`src/rtl/mul_pkg.sv`:
```
// ============================================================================
// Module      : mul_pkg
// Description : Shared types and constants for the iterative radix-4 Booth
//               multiplier: FSM states, signedness encodings, Booth digit
//               decode and per-mode iteration counts.
// Revision    : 1.0 - initial release
// ============================================================================
`default_nettype none

package mul_pkg;

    // Sequencer states
    typedef enum logic [1:0] {
        IDLE = 2'd0,
        CALC = 2'd1,
        DONE = 2'd2
    } mul_state_e;

    // {src1_signed, src2_signed}
    localparam logic [1:0] c_SIGN_SS = 2'b11;
    localparam logic [1:0] c_SIGN_SU = 2'b10;
    localparam logic [1:0] c_SIGN_UU = 2'b00;

    // Booth digits that select a doubled multiplicand
    localparam logic [2:0] c_DIG_P2 = 3'b011;
    localparam logic [2:0] c_DIG_M2 = 3'b100;

    // Digit count for word mode: 32 operand bits plus one extension digit
    localparam int c_ITER_WORD = 17;

    // Decoded Booth digit: select X, select 2X, negate
    typedef struct packed {
        logic one;
        logic two;
        logic neg;
    } booth_dec_t;

    function automatic booth_dec_t booth_decode(input logic [2:0] digit);
        booth_dec_t dec;
        dec.one = digit[0] ^ digit[1];
        dec.two = (digit == c_DIG_P2) | (digit == c_DIG_M2);
        // 3'b111 encodes zero; keeping neg low avoids a needless negate
        dec.neg = digit[2] & ~(digit[1] & digit[0]);
        return dec;
    endfunction

endpackage

`default_nettype wire

```
`src/rtl/booth_mul_seq_if.sv`:
```
// ============================================================================
// Module      : booth_mul_seq_if
// Description : Request/result handshake bundle between the issue logic
//               (master) and the Booth multiplier sequencer (slave).
// Revision    : 1.0 - initial release
// ============================================================================
`default_nettype none

interface booth_mul_seq_if #(
    parameter int XLEN = 64
) ();
    logic            flush;
    logic            mul_valid;
    logic            mul_ready;
    logic            mulw;
    logic [1:0]      mul_signed;
    logic [XLEN-1:0] multiplicand;
    logic [XLEN-1:0] multiplier;
    logic            out_valid;
    logic            out_ready;
    logic [XLEN-1:0] result_hi;
    logic [XLEN-1:0] result_lo;

    modport master (
        output flush, mul_valid, mulw, mul_signed, multiplicand, multiplier, out_ready,
        input  mul_ready, out_valid, result_hi, result_lo
    );

    modport slave (
        input  flush, mul_valid, mulw, mul_signed, multiplicand, multiplier, out_ready,
        output mul_ready, out_valid, result_hi, result_lo
    );
endinterface

`default_nettype wire

```
`src/rtl/booth_pp.sv`:
```
// ============================================================================
// Module      : booth_pp
// Description : Radix-4 Booth partial-product slice. Decodes one 3-bit
//               multiplier window and produces 0, +/-X or +/-2X in two's
//               complement at full product width.
// Revision    : 1.0 - initial release
// ============================================================================
`default_nettype none

module booth_pp
    import mul_pkg::*;
#(
    parameter int PW = 128
) (
    input  wire logic [2:0]    i_digit,
    input  wire logic [PW-1:0] i_x,
    output logic      [PW-1:0] o_pp
);

    booth_dec_t          w_dec;
    logic     [PW-1:0]   w_mag;

    // Select magnitude from the decoded digit, then negate if required
    always_comb begin
        w_dec = booth_decode(i_digit);
        w_mag = '0;
        if (w_dec.one) begin
            w_mag = i_x;
        end else if (w_dec.two) begin
            w_mag = i_x << 1;
        end
        o_pp = w_dec.neg ? (~w_mag + PW'(1)) : w_mag;
    end

endmodule

`default_nettype wire

```
`src/rtl/booth_mul_seq.sv`:
```
// ============================================================================
// Module      : booth_mul_seq
// Description : Iterative radix-4 Booth multiplier sequencer. One partial
//               product is accumulated per cycle; supports XLEN and 32-bit
//               word (mulw) operation with selectable operand signedness.
//               Optional macro MUL_EARLY_TERM_EN: leave CALC as soon as all
//               remaining multiplier digits encode zero.
// Revision    : 1.0 - initial release
// ============================================================================
`default_nettype none

module booth_mul_seq
    import mul_pkg::*;
#(
    parameter int XLEN   = 64,
    parameter int ITER_W = 6
) (
    input  wire logic       clk,
    input  wire logic       rst_n,
    booth_mul_seq_if.slave  bus
);

    localparam int               c_PW        = 2 * XLEN;
    localparam int               c_YW        = XLEN + 3;
    localparam logic [ITER_W-1:0] c_ITER_FULL = ITER_W'(XLEN / 2 + 1);
    localparam logic [ITER_W-1:0] c_ITER_W32  = ITER_W'(c_ITER_WORD);
    localparam logic [ITER_W-1:0] c_ITER_ONE  = ITER_W'(1);

    mul_state_e          r_state;
    mul_state_e          w_state_next;
    logic [c_PW-1:0]     r_x;
    logic [c_PW-1:0]     r_acc;
    logic [c_YW-1:0]     r_y;
    logic [ITER_W-1:0]   r_cnt;
    logic                r_mulw;
    logic [XLEN-1:0]     r_res_hi;
    logic [XLEN-1:0]     r_res_lo;

    logic [c_PW-1:0]     w_x_init;
    logic [c_YW-1:0]     w_y_init;
    logic [c_YW-1:0]     w_y_next;
    logic [c_PW-1:0]     w_pp;
    logic [c_PW-1:0]     w_acc_next;
    logic                w_accept;
    logic                w_calc_last;
    logic                w_src1_ext;
    logic                w_src2_ext;

    booth_pp #(
        .PW (c_PW)
    ) u_booth_pp (
        .i_digit (r_y[2:0]),
        .i_x     (r_x),
        .o_pp    (w_pp)
    );

    // Operand extension to the working widths for the selected mode
    always_comb begin
        if (bus.mulw) begin
            w_src1_ext = bus.mul_signed[1] & bus.multiplicand[31];
            w_src2_ext = bus.mul_signed[0] & bus.multiplier[31];
            w_x_init   = {{(c_PW - 32){w_src1_ext}}, bus.multiplicand[31:0]};
            w_y_init   = {{(c_YW - 33){w_src2_ext}}, bus.multiplier[31:0], 1'b0};
        end else begin
            w_src1_ext = bus.mul_signed[1] & bus.multiplicand[XLEN-1];
            w_src2_ext = bus.mul_signed[0] & bus.multiplier[XLEN-1];
            w_x_init   = {{XLEN{w_src1_ext}}, bus.multiplicand};
            w_y_init   = {{2{w_src2_ext}}, bus.multiplier, 1'b0};
        end
    end

    // Next accumulator, shifted multiplier and CALC exit condition
    always_comb begin
        w_acc_next = r_acc + w_pp;
        w_y_next   = {{2{r_y[c_YW-1]}}, r_y[c_YW-1:2]};
`ifdef MUL_EARLY_TERM_EN
        // Remaining window all-zero or all-one means every further digit is 0
        w_calc_last = (r_cnt == c_ITER_ONE) | (&w_y_next) | ~(|w_y_next);
`else
        w_calc_last = (r_cnt == c_ITER_ONE);
`endif
    end

    // State register
    always_ff @(posedge clk or negedge rst_n) begin
        if (!rst_n) begin
            r_state <= IDLE;
        end else begin
            r_state <= w_state_next;
        end
    end

    // Next-state and handshake outputs; flush overrides every transition
    always_comb begin
        w_state_next  = r_state;
        bus.mul_ready = 1'b0;
        bus.out_valid = 1'b0;
        w_accept      = 1'b0;
        case (r_state)
            IDLE: begin
                bus.mul_ready = ~bus.flush;
                w_accept      = bus.mul_valid & ~bus.flush;
                if (w_accept) begin
                    w_state_next = CALC;
                end
            end
            CALC: begin
                if (w_calc_last) begin
                    w_state_next = DONE;
                end
            end
            DONE: begin
                bus.out_valid = 1'b1;
                if (bus.out_ready) begin
                    w_state_next = IDLE;
                end
            end
            default: begin
                w_state_next = IDLE;
            end
        endcase
        if (bus.flush) begin
            w_state_next = IDLE;
        end
    end

    // Datapath: load operands on accept, accumulate one digit per CALC cycle
    always_ff @(posedge clk or negedge rst_n) begin
        if (!rst_n) begin
            r_x      <= '0;
            r_y      <= '0;
            r_acc    <= '0;
            r_cnt    <= '0;
            r_mulw   <= 1'b0;
            r_res_hi <= '0;
            r_res_lo <= '0;
        end else if (w_accept) begin
            r_x    <= w_x_init;
            r_y    <= w_y_init;
            r_acc  <= '0;
            r_cnt  <= bus.mulw ? c_ITER_W32 : c_ITER_FULL;
            r_mulw <= bus.mulw;
        end else if ((r_state == CALC) && !bus.flush) begin
            r_acc <= w_acc_next;
            r_x   <= r_x << 2;
            r_y   <= w_y_next;
            r_cnt <= r_cnt - c_ITER_ONE;
            if (w_calc_last) begin
                if (r_mulw) begin
                    r_res_hi <= '0;
                    r_res_lo <= {{(XLEN - 32){w_acc_next[31]}}, w_acc_next[31:0]};
                end else begin
                    r_res_hi <= w_acc_next[c_PW-1:XLEN];
                    r_res_lo <= w_acc_next[XLEN-1:0];
                end
            end
        end
    end

    assign bus.result_hi = r_res_hi;
    assign bus.result_lo = r_res_lo;

endmodule

`default_nettype wire

```
`src/flat_wrapper.sv`:
```
// flat-port wrapper written by rule: the top's interface ports become plain ports
module booth_mul_seq_flat import mul_pkg::*;
#(
    parameter int XLEN   = 64,
    parameter int ITER_W = 6
)
  (clk, rst_n, bus_flush, bus_mul_valid, bus_mulw, bus_mul_signed, bus_multiplicand, bus_multiplier, bus_out_ready, bus_mul_ready, bus_out_valid, bus_result_hi, bus_result_lo);
  booth_mul_seq_if #(.XLEN(XLEN)) bus_i ();
  input  wire logic clk;
  input  wire logic rst_n;
  input wire logic [$bits(bus_i.flush)-1:0] bus_flush;
  input wire logic [$bits(bus_i.mul_valid)-1:0] bus_mul_valid;
  input wire logic [$bits(bus_i.mulw)-1:0] bus_mulw;
  input wire logic [$bits(bus_i.mul_signed)-1:0] bus_mul_signed;
  input wire logic [$bits(bus_i.multiplicand)-1:0] bus_multiplicand;
  input wire logic [$bits(bus_i.multiplier)-1:0] bus_multiplier;
  input wire logic [$bits(bus_i.out_ready)-1:0] bus_out_ready;
  output wire logic [$bits(bus_i.mul_ready)-1:0] bus_mul_ready;
  output wire logic [$bits(bus_i.out_valid)-1:0] bus_out_valid;
  output wire logic [$bits(bus_i.result_hi)-1:0] bus_result_hi;
  output wire logic [$bits(bus_i.result_lo)-1:0] bus_result_lo;
  assign bus_i.flush = bus_flush;
  assign bus_i.mul_valid = bus_mul_valid;
  assign bus_i.mulw = bus_mulw;
  assign bus_i.mul_signed = bus_mul_signed;
  assign bus_i.multiplicand = bus_multiplicand;
  assign bus_i.multiplier = bus_multiplier;
  assign bus_i.out_ready = bus_out_ready;
  assign bus_mul_ready = bus_i.mul_ready;
  assign bus_out_valid = bus_i.out_valid;
  assign bus_result_hi = bus_i.result_hi;
  assign bus_result_lo = bus_i.result_lo;
  booth_mul_seq #(.XLEN(XLEN), .ITER_W(ITER_W)) u_core (.clk(clk), .rst_n(rst_n), .bus(bus_i));
endmodule
```
`config.mk`:
```
export PLATFORM = sky130hd
export DESIGN_NAME = booth_mul_seq_flat
export DESIGN_NICKNAME = d
export VERILOG_FILES = /design/src/rtl/mul_pkg.sv /design/src/rtl/booth_mul_seq_if.sv /design/src/rtl/booth_pp.sv /design/src/rtl/booth_mul_seq.sv /design/src/flat_wrapper.sv
export SDC_FILE = /design/constraint.sdc
export NUM_CORES = 1
export LEC_CHECK = 0
export CAP_MARGIN = 25
export CORE_UTILIZATION = 40
export CTS_BUF_LIST = sky130_fd_sc_hd__clkbuf_16
export DETAILED_ROUTE_END_ITERATION = 6
export SLEW_MARGIN = 20
export SYNTH_ARGS = -nofsm -noshare
export SYNTH_HDL_FRONTEND = slang
export SYNTH_HIERARCHICAL = 1
export SYNTH_SLANG_ARGS = --single-unit
```
`constraint.sdc`:
```
create_clock -name clk -period 9.7 [get_ports clk]
set_clock_uncertainty 0.05 [all_clocks]
set_input_delay 1.455 -clock clk [delete_from_list [all_inputs] [get_ports clk]]
set_output_delay 1.455 -clock clk [all_outputs]
set_load 0.005 [all_outputs]
```
Yosys cells after proc, flatten, opt, wreduce, memory -nomap -nowiden. Cells that the tools add are included.

Add/sub/neg operators: 3. Multiply operators: 0. Divide/modulo/power cells: 0. Magnitude comparators: 0. Eq/ne operators: 8. Shifts and indexed selects: 0. Muxes and demuxes: 24. Bitwise operators: 13. Reductions and logical operators: 6.

Operator list (count): $mux 128 (8); $mux 67 (2); $add 128x1->128 const B (1); $add 128x128->128 (1); $mux 64 (2); $not 128->128 (1); $mux 66 (1); $mux 6 (3); $mux 2 (4); $and 1x1->1 (7); $eq 6x1->1 const B (1); $ne 3x2->1 const B (2); $pmux 2 s3 (1); $reduce_and 3->1 (2); $sub 6x1->6 const B (1); $eq 3x2->1 const B (1); $eq 3x3->1 const B (1); $mux 1 (3); $ne 3x3->1 const B (1); $not 1->1 (3); $eq 2x1->1 const B (1); $eq 2x2->1 const B (1); $logic_not 2->1 (1); $reduce_bool 2->1 (1); 4 further kinds (4).

Register bits after elaboration: 460. Bits in latches: 0. RAM bits: 0. Bits in read-only memories: 0. Bits of input ports: 136. Memories kept: 0.

Logic depth before layout (Yosys ltp).
Word-level depth: 10. Depth in mapped cells: 34. Depth with buffers taken out: 23.

Modules after synthesis. The synthesis kept the hierarchy.

Modules (own cells, without submodules): booth_mul_seq (times used 1, cells an instance 3075, area each 26823.2 sq um); booth_pp (times used 1, cells an instance 1258, area each 7553.5 sq um).

Worst setup path after synthesis. Ideal clock, no wire load.

Path kind: reg2reg. From: register u_core.r_y[0]. To: register u_core.r_res_hi[60] (netlist: u_core/bus.result_hi[60]). Library setup time: 95 ps. Arrival time: 7059 ps. Path slack: 2496 ps. Cell stages (with the launch flop): 34. Clock period less this slack: 7204 ps. Path through: dfrtp_1 inv_1 ha_1 buf_2 clkbuf_1 clkbuf_1 buf_2 buf_2 clkbuf_1 clkbuf_1 clkbuf_1 buf_1 buf_1 a22oi_1 ha_1 nand2_1 or4b_1 buf_2 or3_1 buf_6 o41ai_1 xor2_1 ha_1 clkbuf_1 nand2_1 nor3_1 inv_1 or4_1 a211oi_1 o211ai_1 o21ai_1 a221oi_1 xor2_1 o31ai_1.

Longest elaborated chain between the ends: 9.

Ends and longest elaborated chain: start: declaration (line booth_mul_seq.sv:33) `logic [c_YW-1:0] r_y;`; start signal: assignment (line booth_mul_seq.sv:139) `r_y <= w_y_init;`; start signal: assignment (line booth_mul_seq.sv:146) `r_y <= w_y_next;`; $eq 3x2->1 / $eq 3x3->1 (equally long branches) (line mul_pkg.sv:41) `dec.two = (digit == c_DIG_P2) | (digit == c_DIG_M2);`; $or 1x1->1 (line mul_pkg.sv:41); $mux 128 (line booth_pp.sv:29) `end else if (w_dec.two) begin`; $mux 128 (line booth_pp.sv:27) `if (w_dec.one) begin`; $not 128->128 (line booth_pp.sv:32) `o_pp = w_dec.neg ? (~w_mag + PW'(1)) : w_mag;`; $add 128x1->128 (line booth_pp.sv:32); $mux 128 * (line booth_pp.sv:32); net u_core.w_pp[88] (line booth_mul_seq.sv:42) `logic [c_PW-1:0] w_pp;`; $add 128x128->128 * (line booth_mul_seq.sv:74) `w_acc_next = r_acc + w_pp;`; $mux 64 * (line booth_mul_seq.sv:149) `if (r_mulw) begin`; end signal: assignment (line booth_mul_seq.sv:153) `r_res_hi <= w_acc_next[c_PW-1:XLEN];`; end: declaration (line booth_mul_seq.sv:36) `logic [XLEN-1:0] r_res_hi;`.

The timed path passes the listed nets; every way through them passes the cells marked *. A chain may end at the register's enable or synchronous reset.

Worst setup path in the final report.
From: register u_core.r_y[0]. To: register u_core.r_acc[95].

Longest elaborated chain between the ends: 10.

Ends and longest elaborated chain: $eq 3x2->1 / $eq 3x3->1 (equally long branches) (line mul_pkg.sv:41); $or 1x1->1 (line mul_pkg.sv:41); $mux 128 (line booth_pp.sv:29); $mux 128 (line booth_pp.sv:27); $not 128->128 (line booth_pp.sv:32); $add 128x1->128 (line booth_pp.sv:32); $mux 128 * (line booth_pp.sv:32); net u_core.w_pp[76] (line booth_mul_seq.sv:42); $add 128x128->128 * (line booth_mul_seq.sv:74); $mux 128 * (line booth_mul_seq.sv:143) `end else if ((r_state == CALC) && !bus.flush) begin`; $mux 128 * (line booth_mul_seq.sv:137) `end else if (w_accept) begin`; end signal: assignment (line booth_mul_seq.sv:144) `r_acc <= w_acc_next;`; end: declaration (line booth_mul_seq.sv:32) `logic [c_PW-1:0] r_acc;`.

The timed path passes the listed nets; every way through them passes the cells marked *. The select of a mux whose other input is x is not followed.

==> metrics <==
run status complete, but fails checks; failing checks design-rule violations; initial core utilization 0.4037; clock insertion delay at the later pin of the skew report a little over 0.6 ns; min-delay src u_core/r_y[3]$_DFFE_PN0P_; Synth warnings 6; Worst-path clk slew 0.06 ns; final slew viol count 0; HP Class register to register; largest family of logic cells by synthesized area compound AO/OA/AOI/OAI gates; first-pass GRT wire length a little over 200 mm; gr usage total 0.3070; RSZ-0062 raised after global routing false; final cycle utilization of the critical path 0.8545; FF-to-FF Start u_core/r_y[0]$_DFFE_PN0P_; met1 usage 0.4695; Reg-to-Reg End u_core/r_acc[95]$_DFFE_PN0P_; Final ANT Viol Nets 0; most used routing layer met1; Net count, final approximately 4700; WP depth 21; Post-CTS Setup Bufs 0; register area share after synthesis 0.3348; IO Count 266; vias about 35000; R2R setup slack approximately 1.4 ns; DP Wirelength about 100 mm; CTS Sinks 460; layout cells sized above 1 0.04384; number of synthesized flops with an enable pin 0; Unique masters post-synth 98; CTS root buf clkbuf_16; sum of negative setup slack 0 ns; Hold Crit Depth 2; Hold-fix buffers, CTS 0; initial antenna violation count 4; crit end category register; number of global-route vias before repair 32000; worst endpoint data arrival time roughly 8.7 ns; Hold Fails Final Rpt 0; Max Cap Viol 0; largest net degree at the start of global routing roughly 160; XOR/XNOR Fraction of Synth Area 0.06497; Placeable Area roughly 85000 sq um; DRC violations left 2; Synthesized Nets approximately 4600; worst stage delay on the critical path around 0.90 ns; post-CTS resize count 0; Slew headroom 0.2580; CTS tree built; crit-path max FO 86; DRT iter0 DRCs 3852; crit-path leading delay family compound AO/OA/AOI/OAI gates; global-route met2 utilization 0.4306; Final Wtd Congestion 1.012; critical path class register to register; Area Overhead vs Synth 15.03%; drt wl/cell between 20 and 25 um; Post-Syn Area around 34000 sq um; row count around 110; Overflow after GRT 0; CTS buffer count 55; Die Ht ~300 um; multiplexer share of the synthesized area 0.003021; met3 Use GR 0.06773; WP data required a little over 10 ns; Via density around 6.2; Syn Inst Count roughly 4300; Die ar. between 80000 and 90000 sq um; Buf/Inv on CP 3; Synth Area in Adders 0.04863; input/output buffers about 270; Fmax achieved 0.1206 GHz; slowest CP cell o31ai_1; flops & latches, synth 460; async set-reset flop share out of synthesis 1.000; compound-cell area share of the yosys netlist 0.2834; endpoints failing setup 0; drt first pass iters 7; Avg Inst Size Synth just under 8 sq um; Final min period 8.289 ns; Critical Path, Cell by Cell inv_1 > ha_4 > clkinv_1 > buf_4 > nand2_1 > o41a_1 > or4b_1 > o31ai_1 > o21ai_0 > xnor2_1 > ha_1 > a21oi_1 > o21bai_1 > a21o_1 > a21o_1 > or2_0 > o31ai_1 > o21ai_1 > a31oi_1 > xor2_1 > o21ai_0; Startpoint Class register; Post-Synth Simple-Gate Area 0.2242; Worst Reg-to-Reg Cells 21; ys flop type dfrtp_1; Post-Route WL 136.9 mm; hold endpoint u_core/r_y[3]$_DFFE_PN0P_; Worst Tran Pin Value between 1 and 1.5 ns; H-tree depth 2; clk buf depth 3; DIE WIDTH 295.2 um
## routing by layer
layer,vias to the layer above,part of all wire
li1,16100,-
met2,1561,0.41
met4,2,0.025
met5,-,0.000095
met1,16700,0.47
met3,184,0.097
## cells by family after synthesis
family                     Yosys count
xor gates and xnor gates           255
muxes                               10
buffers and inverters              366
adders and majority gates          133
DFF                                460
AOI/OAI and AO/OA                 1477
and+or+nand+nor                   1632
## area by class of cell
class	instances	area, sq um
inverters	45	168.9
diodes	2	5.005
fillers	8499	45600
multi-input cells	3507	21570
well taps	1144	1431
flip-flops and latches	460	11510
clock buffers	57	1426
clock inverters	43	369.1
repair buffers	313	3063
## cell usage after synthesis, drive strengths merged, types with 8 or more instances
cell type,n,area [sq um]
a21boi,17,127.6
o41ai,23,261.5
nor4,48,300.3
o22ai,8,50.05
nor3b,10,75.07
dfrtp,460,11510
and3,22,137.6
a22oi,98,735.7
nand4,59,369.1
and4,13,113.9
xnor2,134,1174
inv,45,168.9
o21bai,41,307.8
or3,33,211.5
clkbuf,276,1037
o21a,51,382.9
a22o,78,683.2
a221o,66,660.6
a2111oi,18,183.9
or4,27,206.5
o21ai,403,2017
a21o,54,405.4
a21oi,347,1744
and2,21,133.9
xor2,121,1060
nand2,657,2469
ha,132,1652
nor2b,37,231.5
buf,45,198.9
a211oi,27,212.7
or2,10,62.57
nand3,248,1241
a211o,13,113.9
a221oi,9,78.83
o211ai,47,357.8
nor2,240,900.9
a31oi,56,350.3
nor3,91,460.4
nand2b,89,556.8
o31ai,46,355.3
a41oi,18,165.2
## sequential cells by signal, summed over array words and instances, names as in the netlist
register,cells
u_core/r_cnt,6
u_core/r_x,128
u_core/r_y,67
u_core/r_acc,128
u_core/r_state,2
u_core/bus.result_hi,64
u_core/bus.result_lo,64
u_core/r_mulw,1
## worst max-delay path by stage
stage                                    startpoint                              endpoint
final                     u_core/r_y[0]$_DFFE_PN0P_          u_core/r_acc[95]$_DFFE_PN0P_
after global routing      u_core/r_y[0]$_DFFE_PN0P_          u_core/r_acc[95]$_DFFE_PN0P_
after CTS                 u_core/r_y[0]$_DFFE_PN0P_          u_core/r_acc[95]$_DFFE_PN0P_
after detailed placement  u_core/r_y[0]$_DFFE_PN0P_          u_core/r_acc[95]$_DFFE_PN0P_
after global placement    u_core/r_y[0]$_DFFE_PN0P_  u_core/bus.result_hi[59]$_DFFE_PN0P_
after floorplan           u_core/r_y[0]$_DFFE_PN0P_  u_core/bus.result_hi[60]$_DFFE_PN0P_
## placed cells by master (no fill, tap or decap), types with 90 or more instances in the layout
master / netlist / routed
nand2_1: 656 / 652
dfrtp_1: 460 / 460
o21ai_0: 380 / 380
a21oi_1: 345 / 345
clkdlybuf4s50_1: 0 / 264
nand3_1: 248 / 246
nor2_1: 240 / 237
xnor2_1: 134 / 134
ha_1: 132 / 131
xor2_1: 121 / 121
a22oi_1: 98 / 98
nor3_1: 90 / 90
## per-stage QoR
| step | cell area, sq um | std cells | hold WS (ns) | util | setup WS (ns) |
|---|---|---|---|---|---|
| after floorplan | 34380 | 4333 | 0.3968 | - | 2.496 |
| after global placement | 37670 | 5465 | 0.4105 | 0.4425 | 1.471 |
| after detailed placement | 37720 | 5468 | 0.4131 | 0.4430 | 1.669 |
| after CTS | 39510 | 5568 | 0.4288 | 0.4640 | 1.652 |
| after global routing | 39540 | 5569 | 0.4463 | 0.4644 | 1.211 |
| final | 39540 | 5571 | 0.4268 | 0.4644 | 1.411 |
## worst register-to-register path, stage by stage (launching register included)
cell      delay [ns]
dfrtp_1         0.36
inv_1           0.08
ha_4            0.48
clkinv_1        0.26
buf_4           0.57
nand2_1         0.56
o41a_1          0.30
or4b_1          0.72
o31ai_1         0.90
o21ai_0         0.26
xnor2_1         0.20
ha_1            0.40
a21oi_1         0.38
o21bai_1        0.11
a21o_1          0.28
a21o_1          0.23
or2_0           0.23
o31ai_1         0.88
o21ai_1         0.24
a31oi_1         0.28
xor2_1          0.25
o21ai_0         0.11
Power is left out: the tool's default activity adds up to more than one toggle a clock period on the data nets, which glitch-free logic cannot reach.
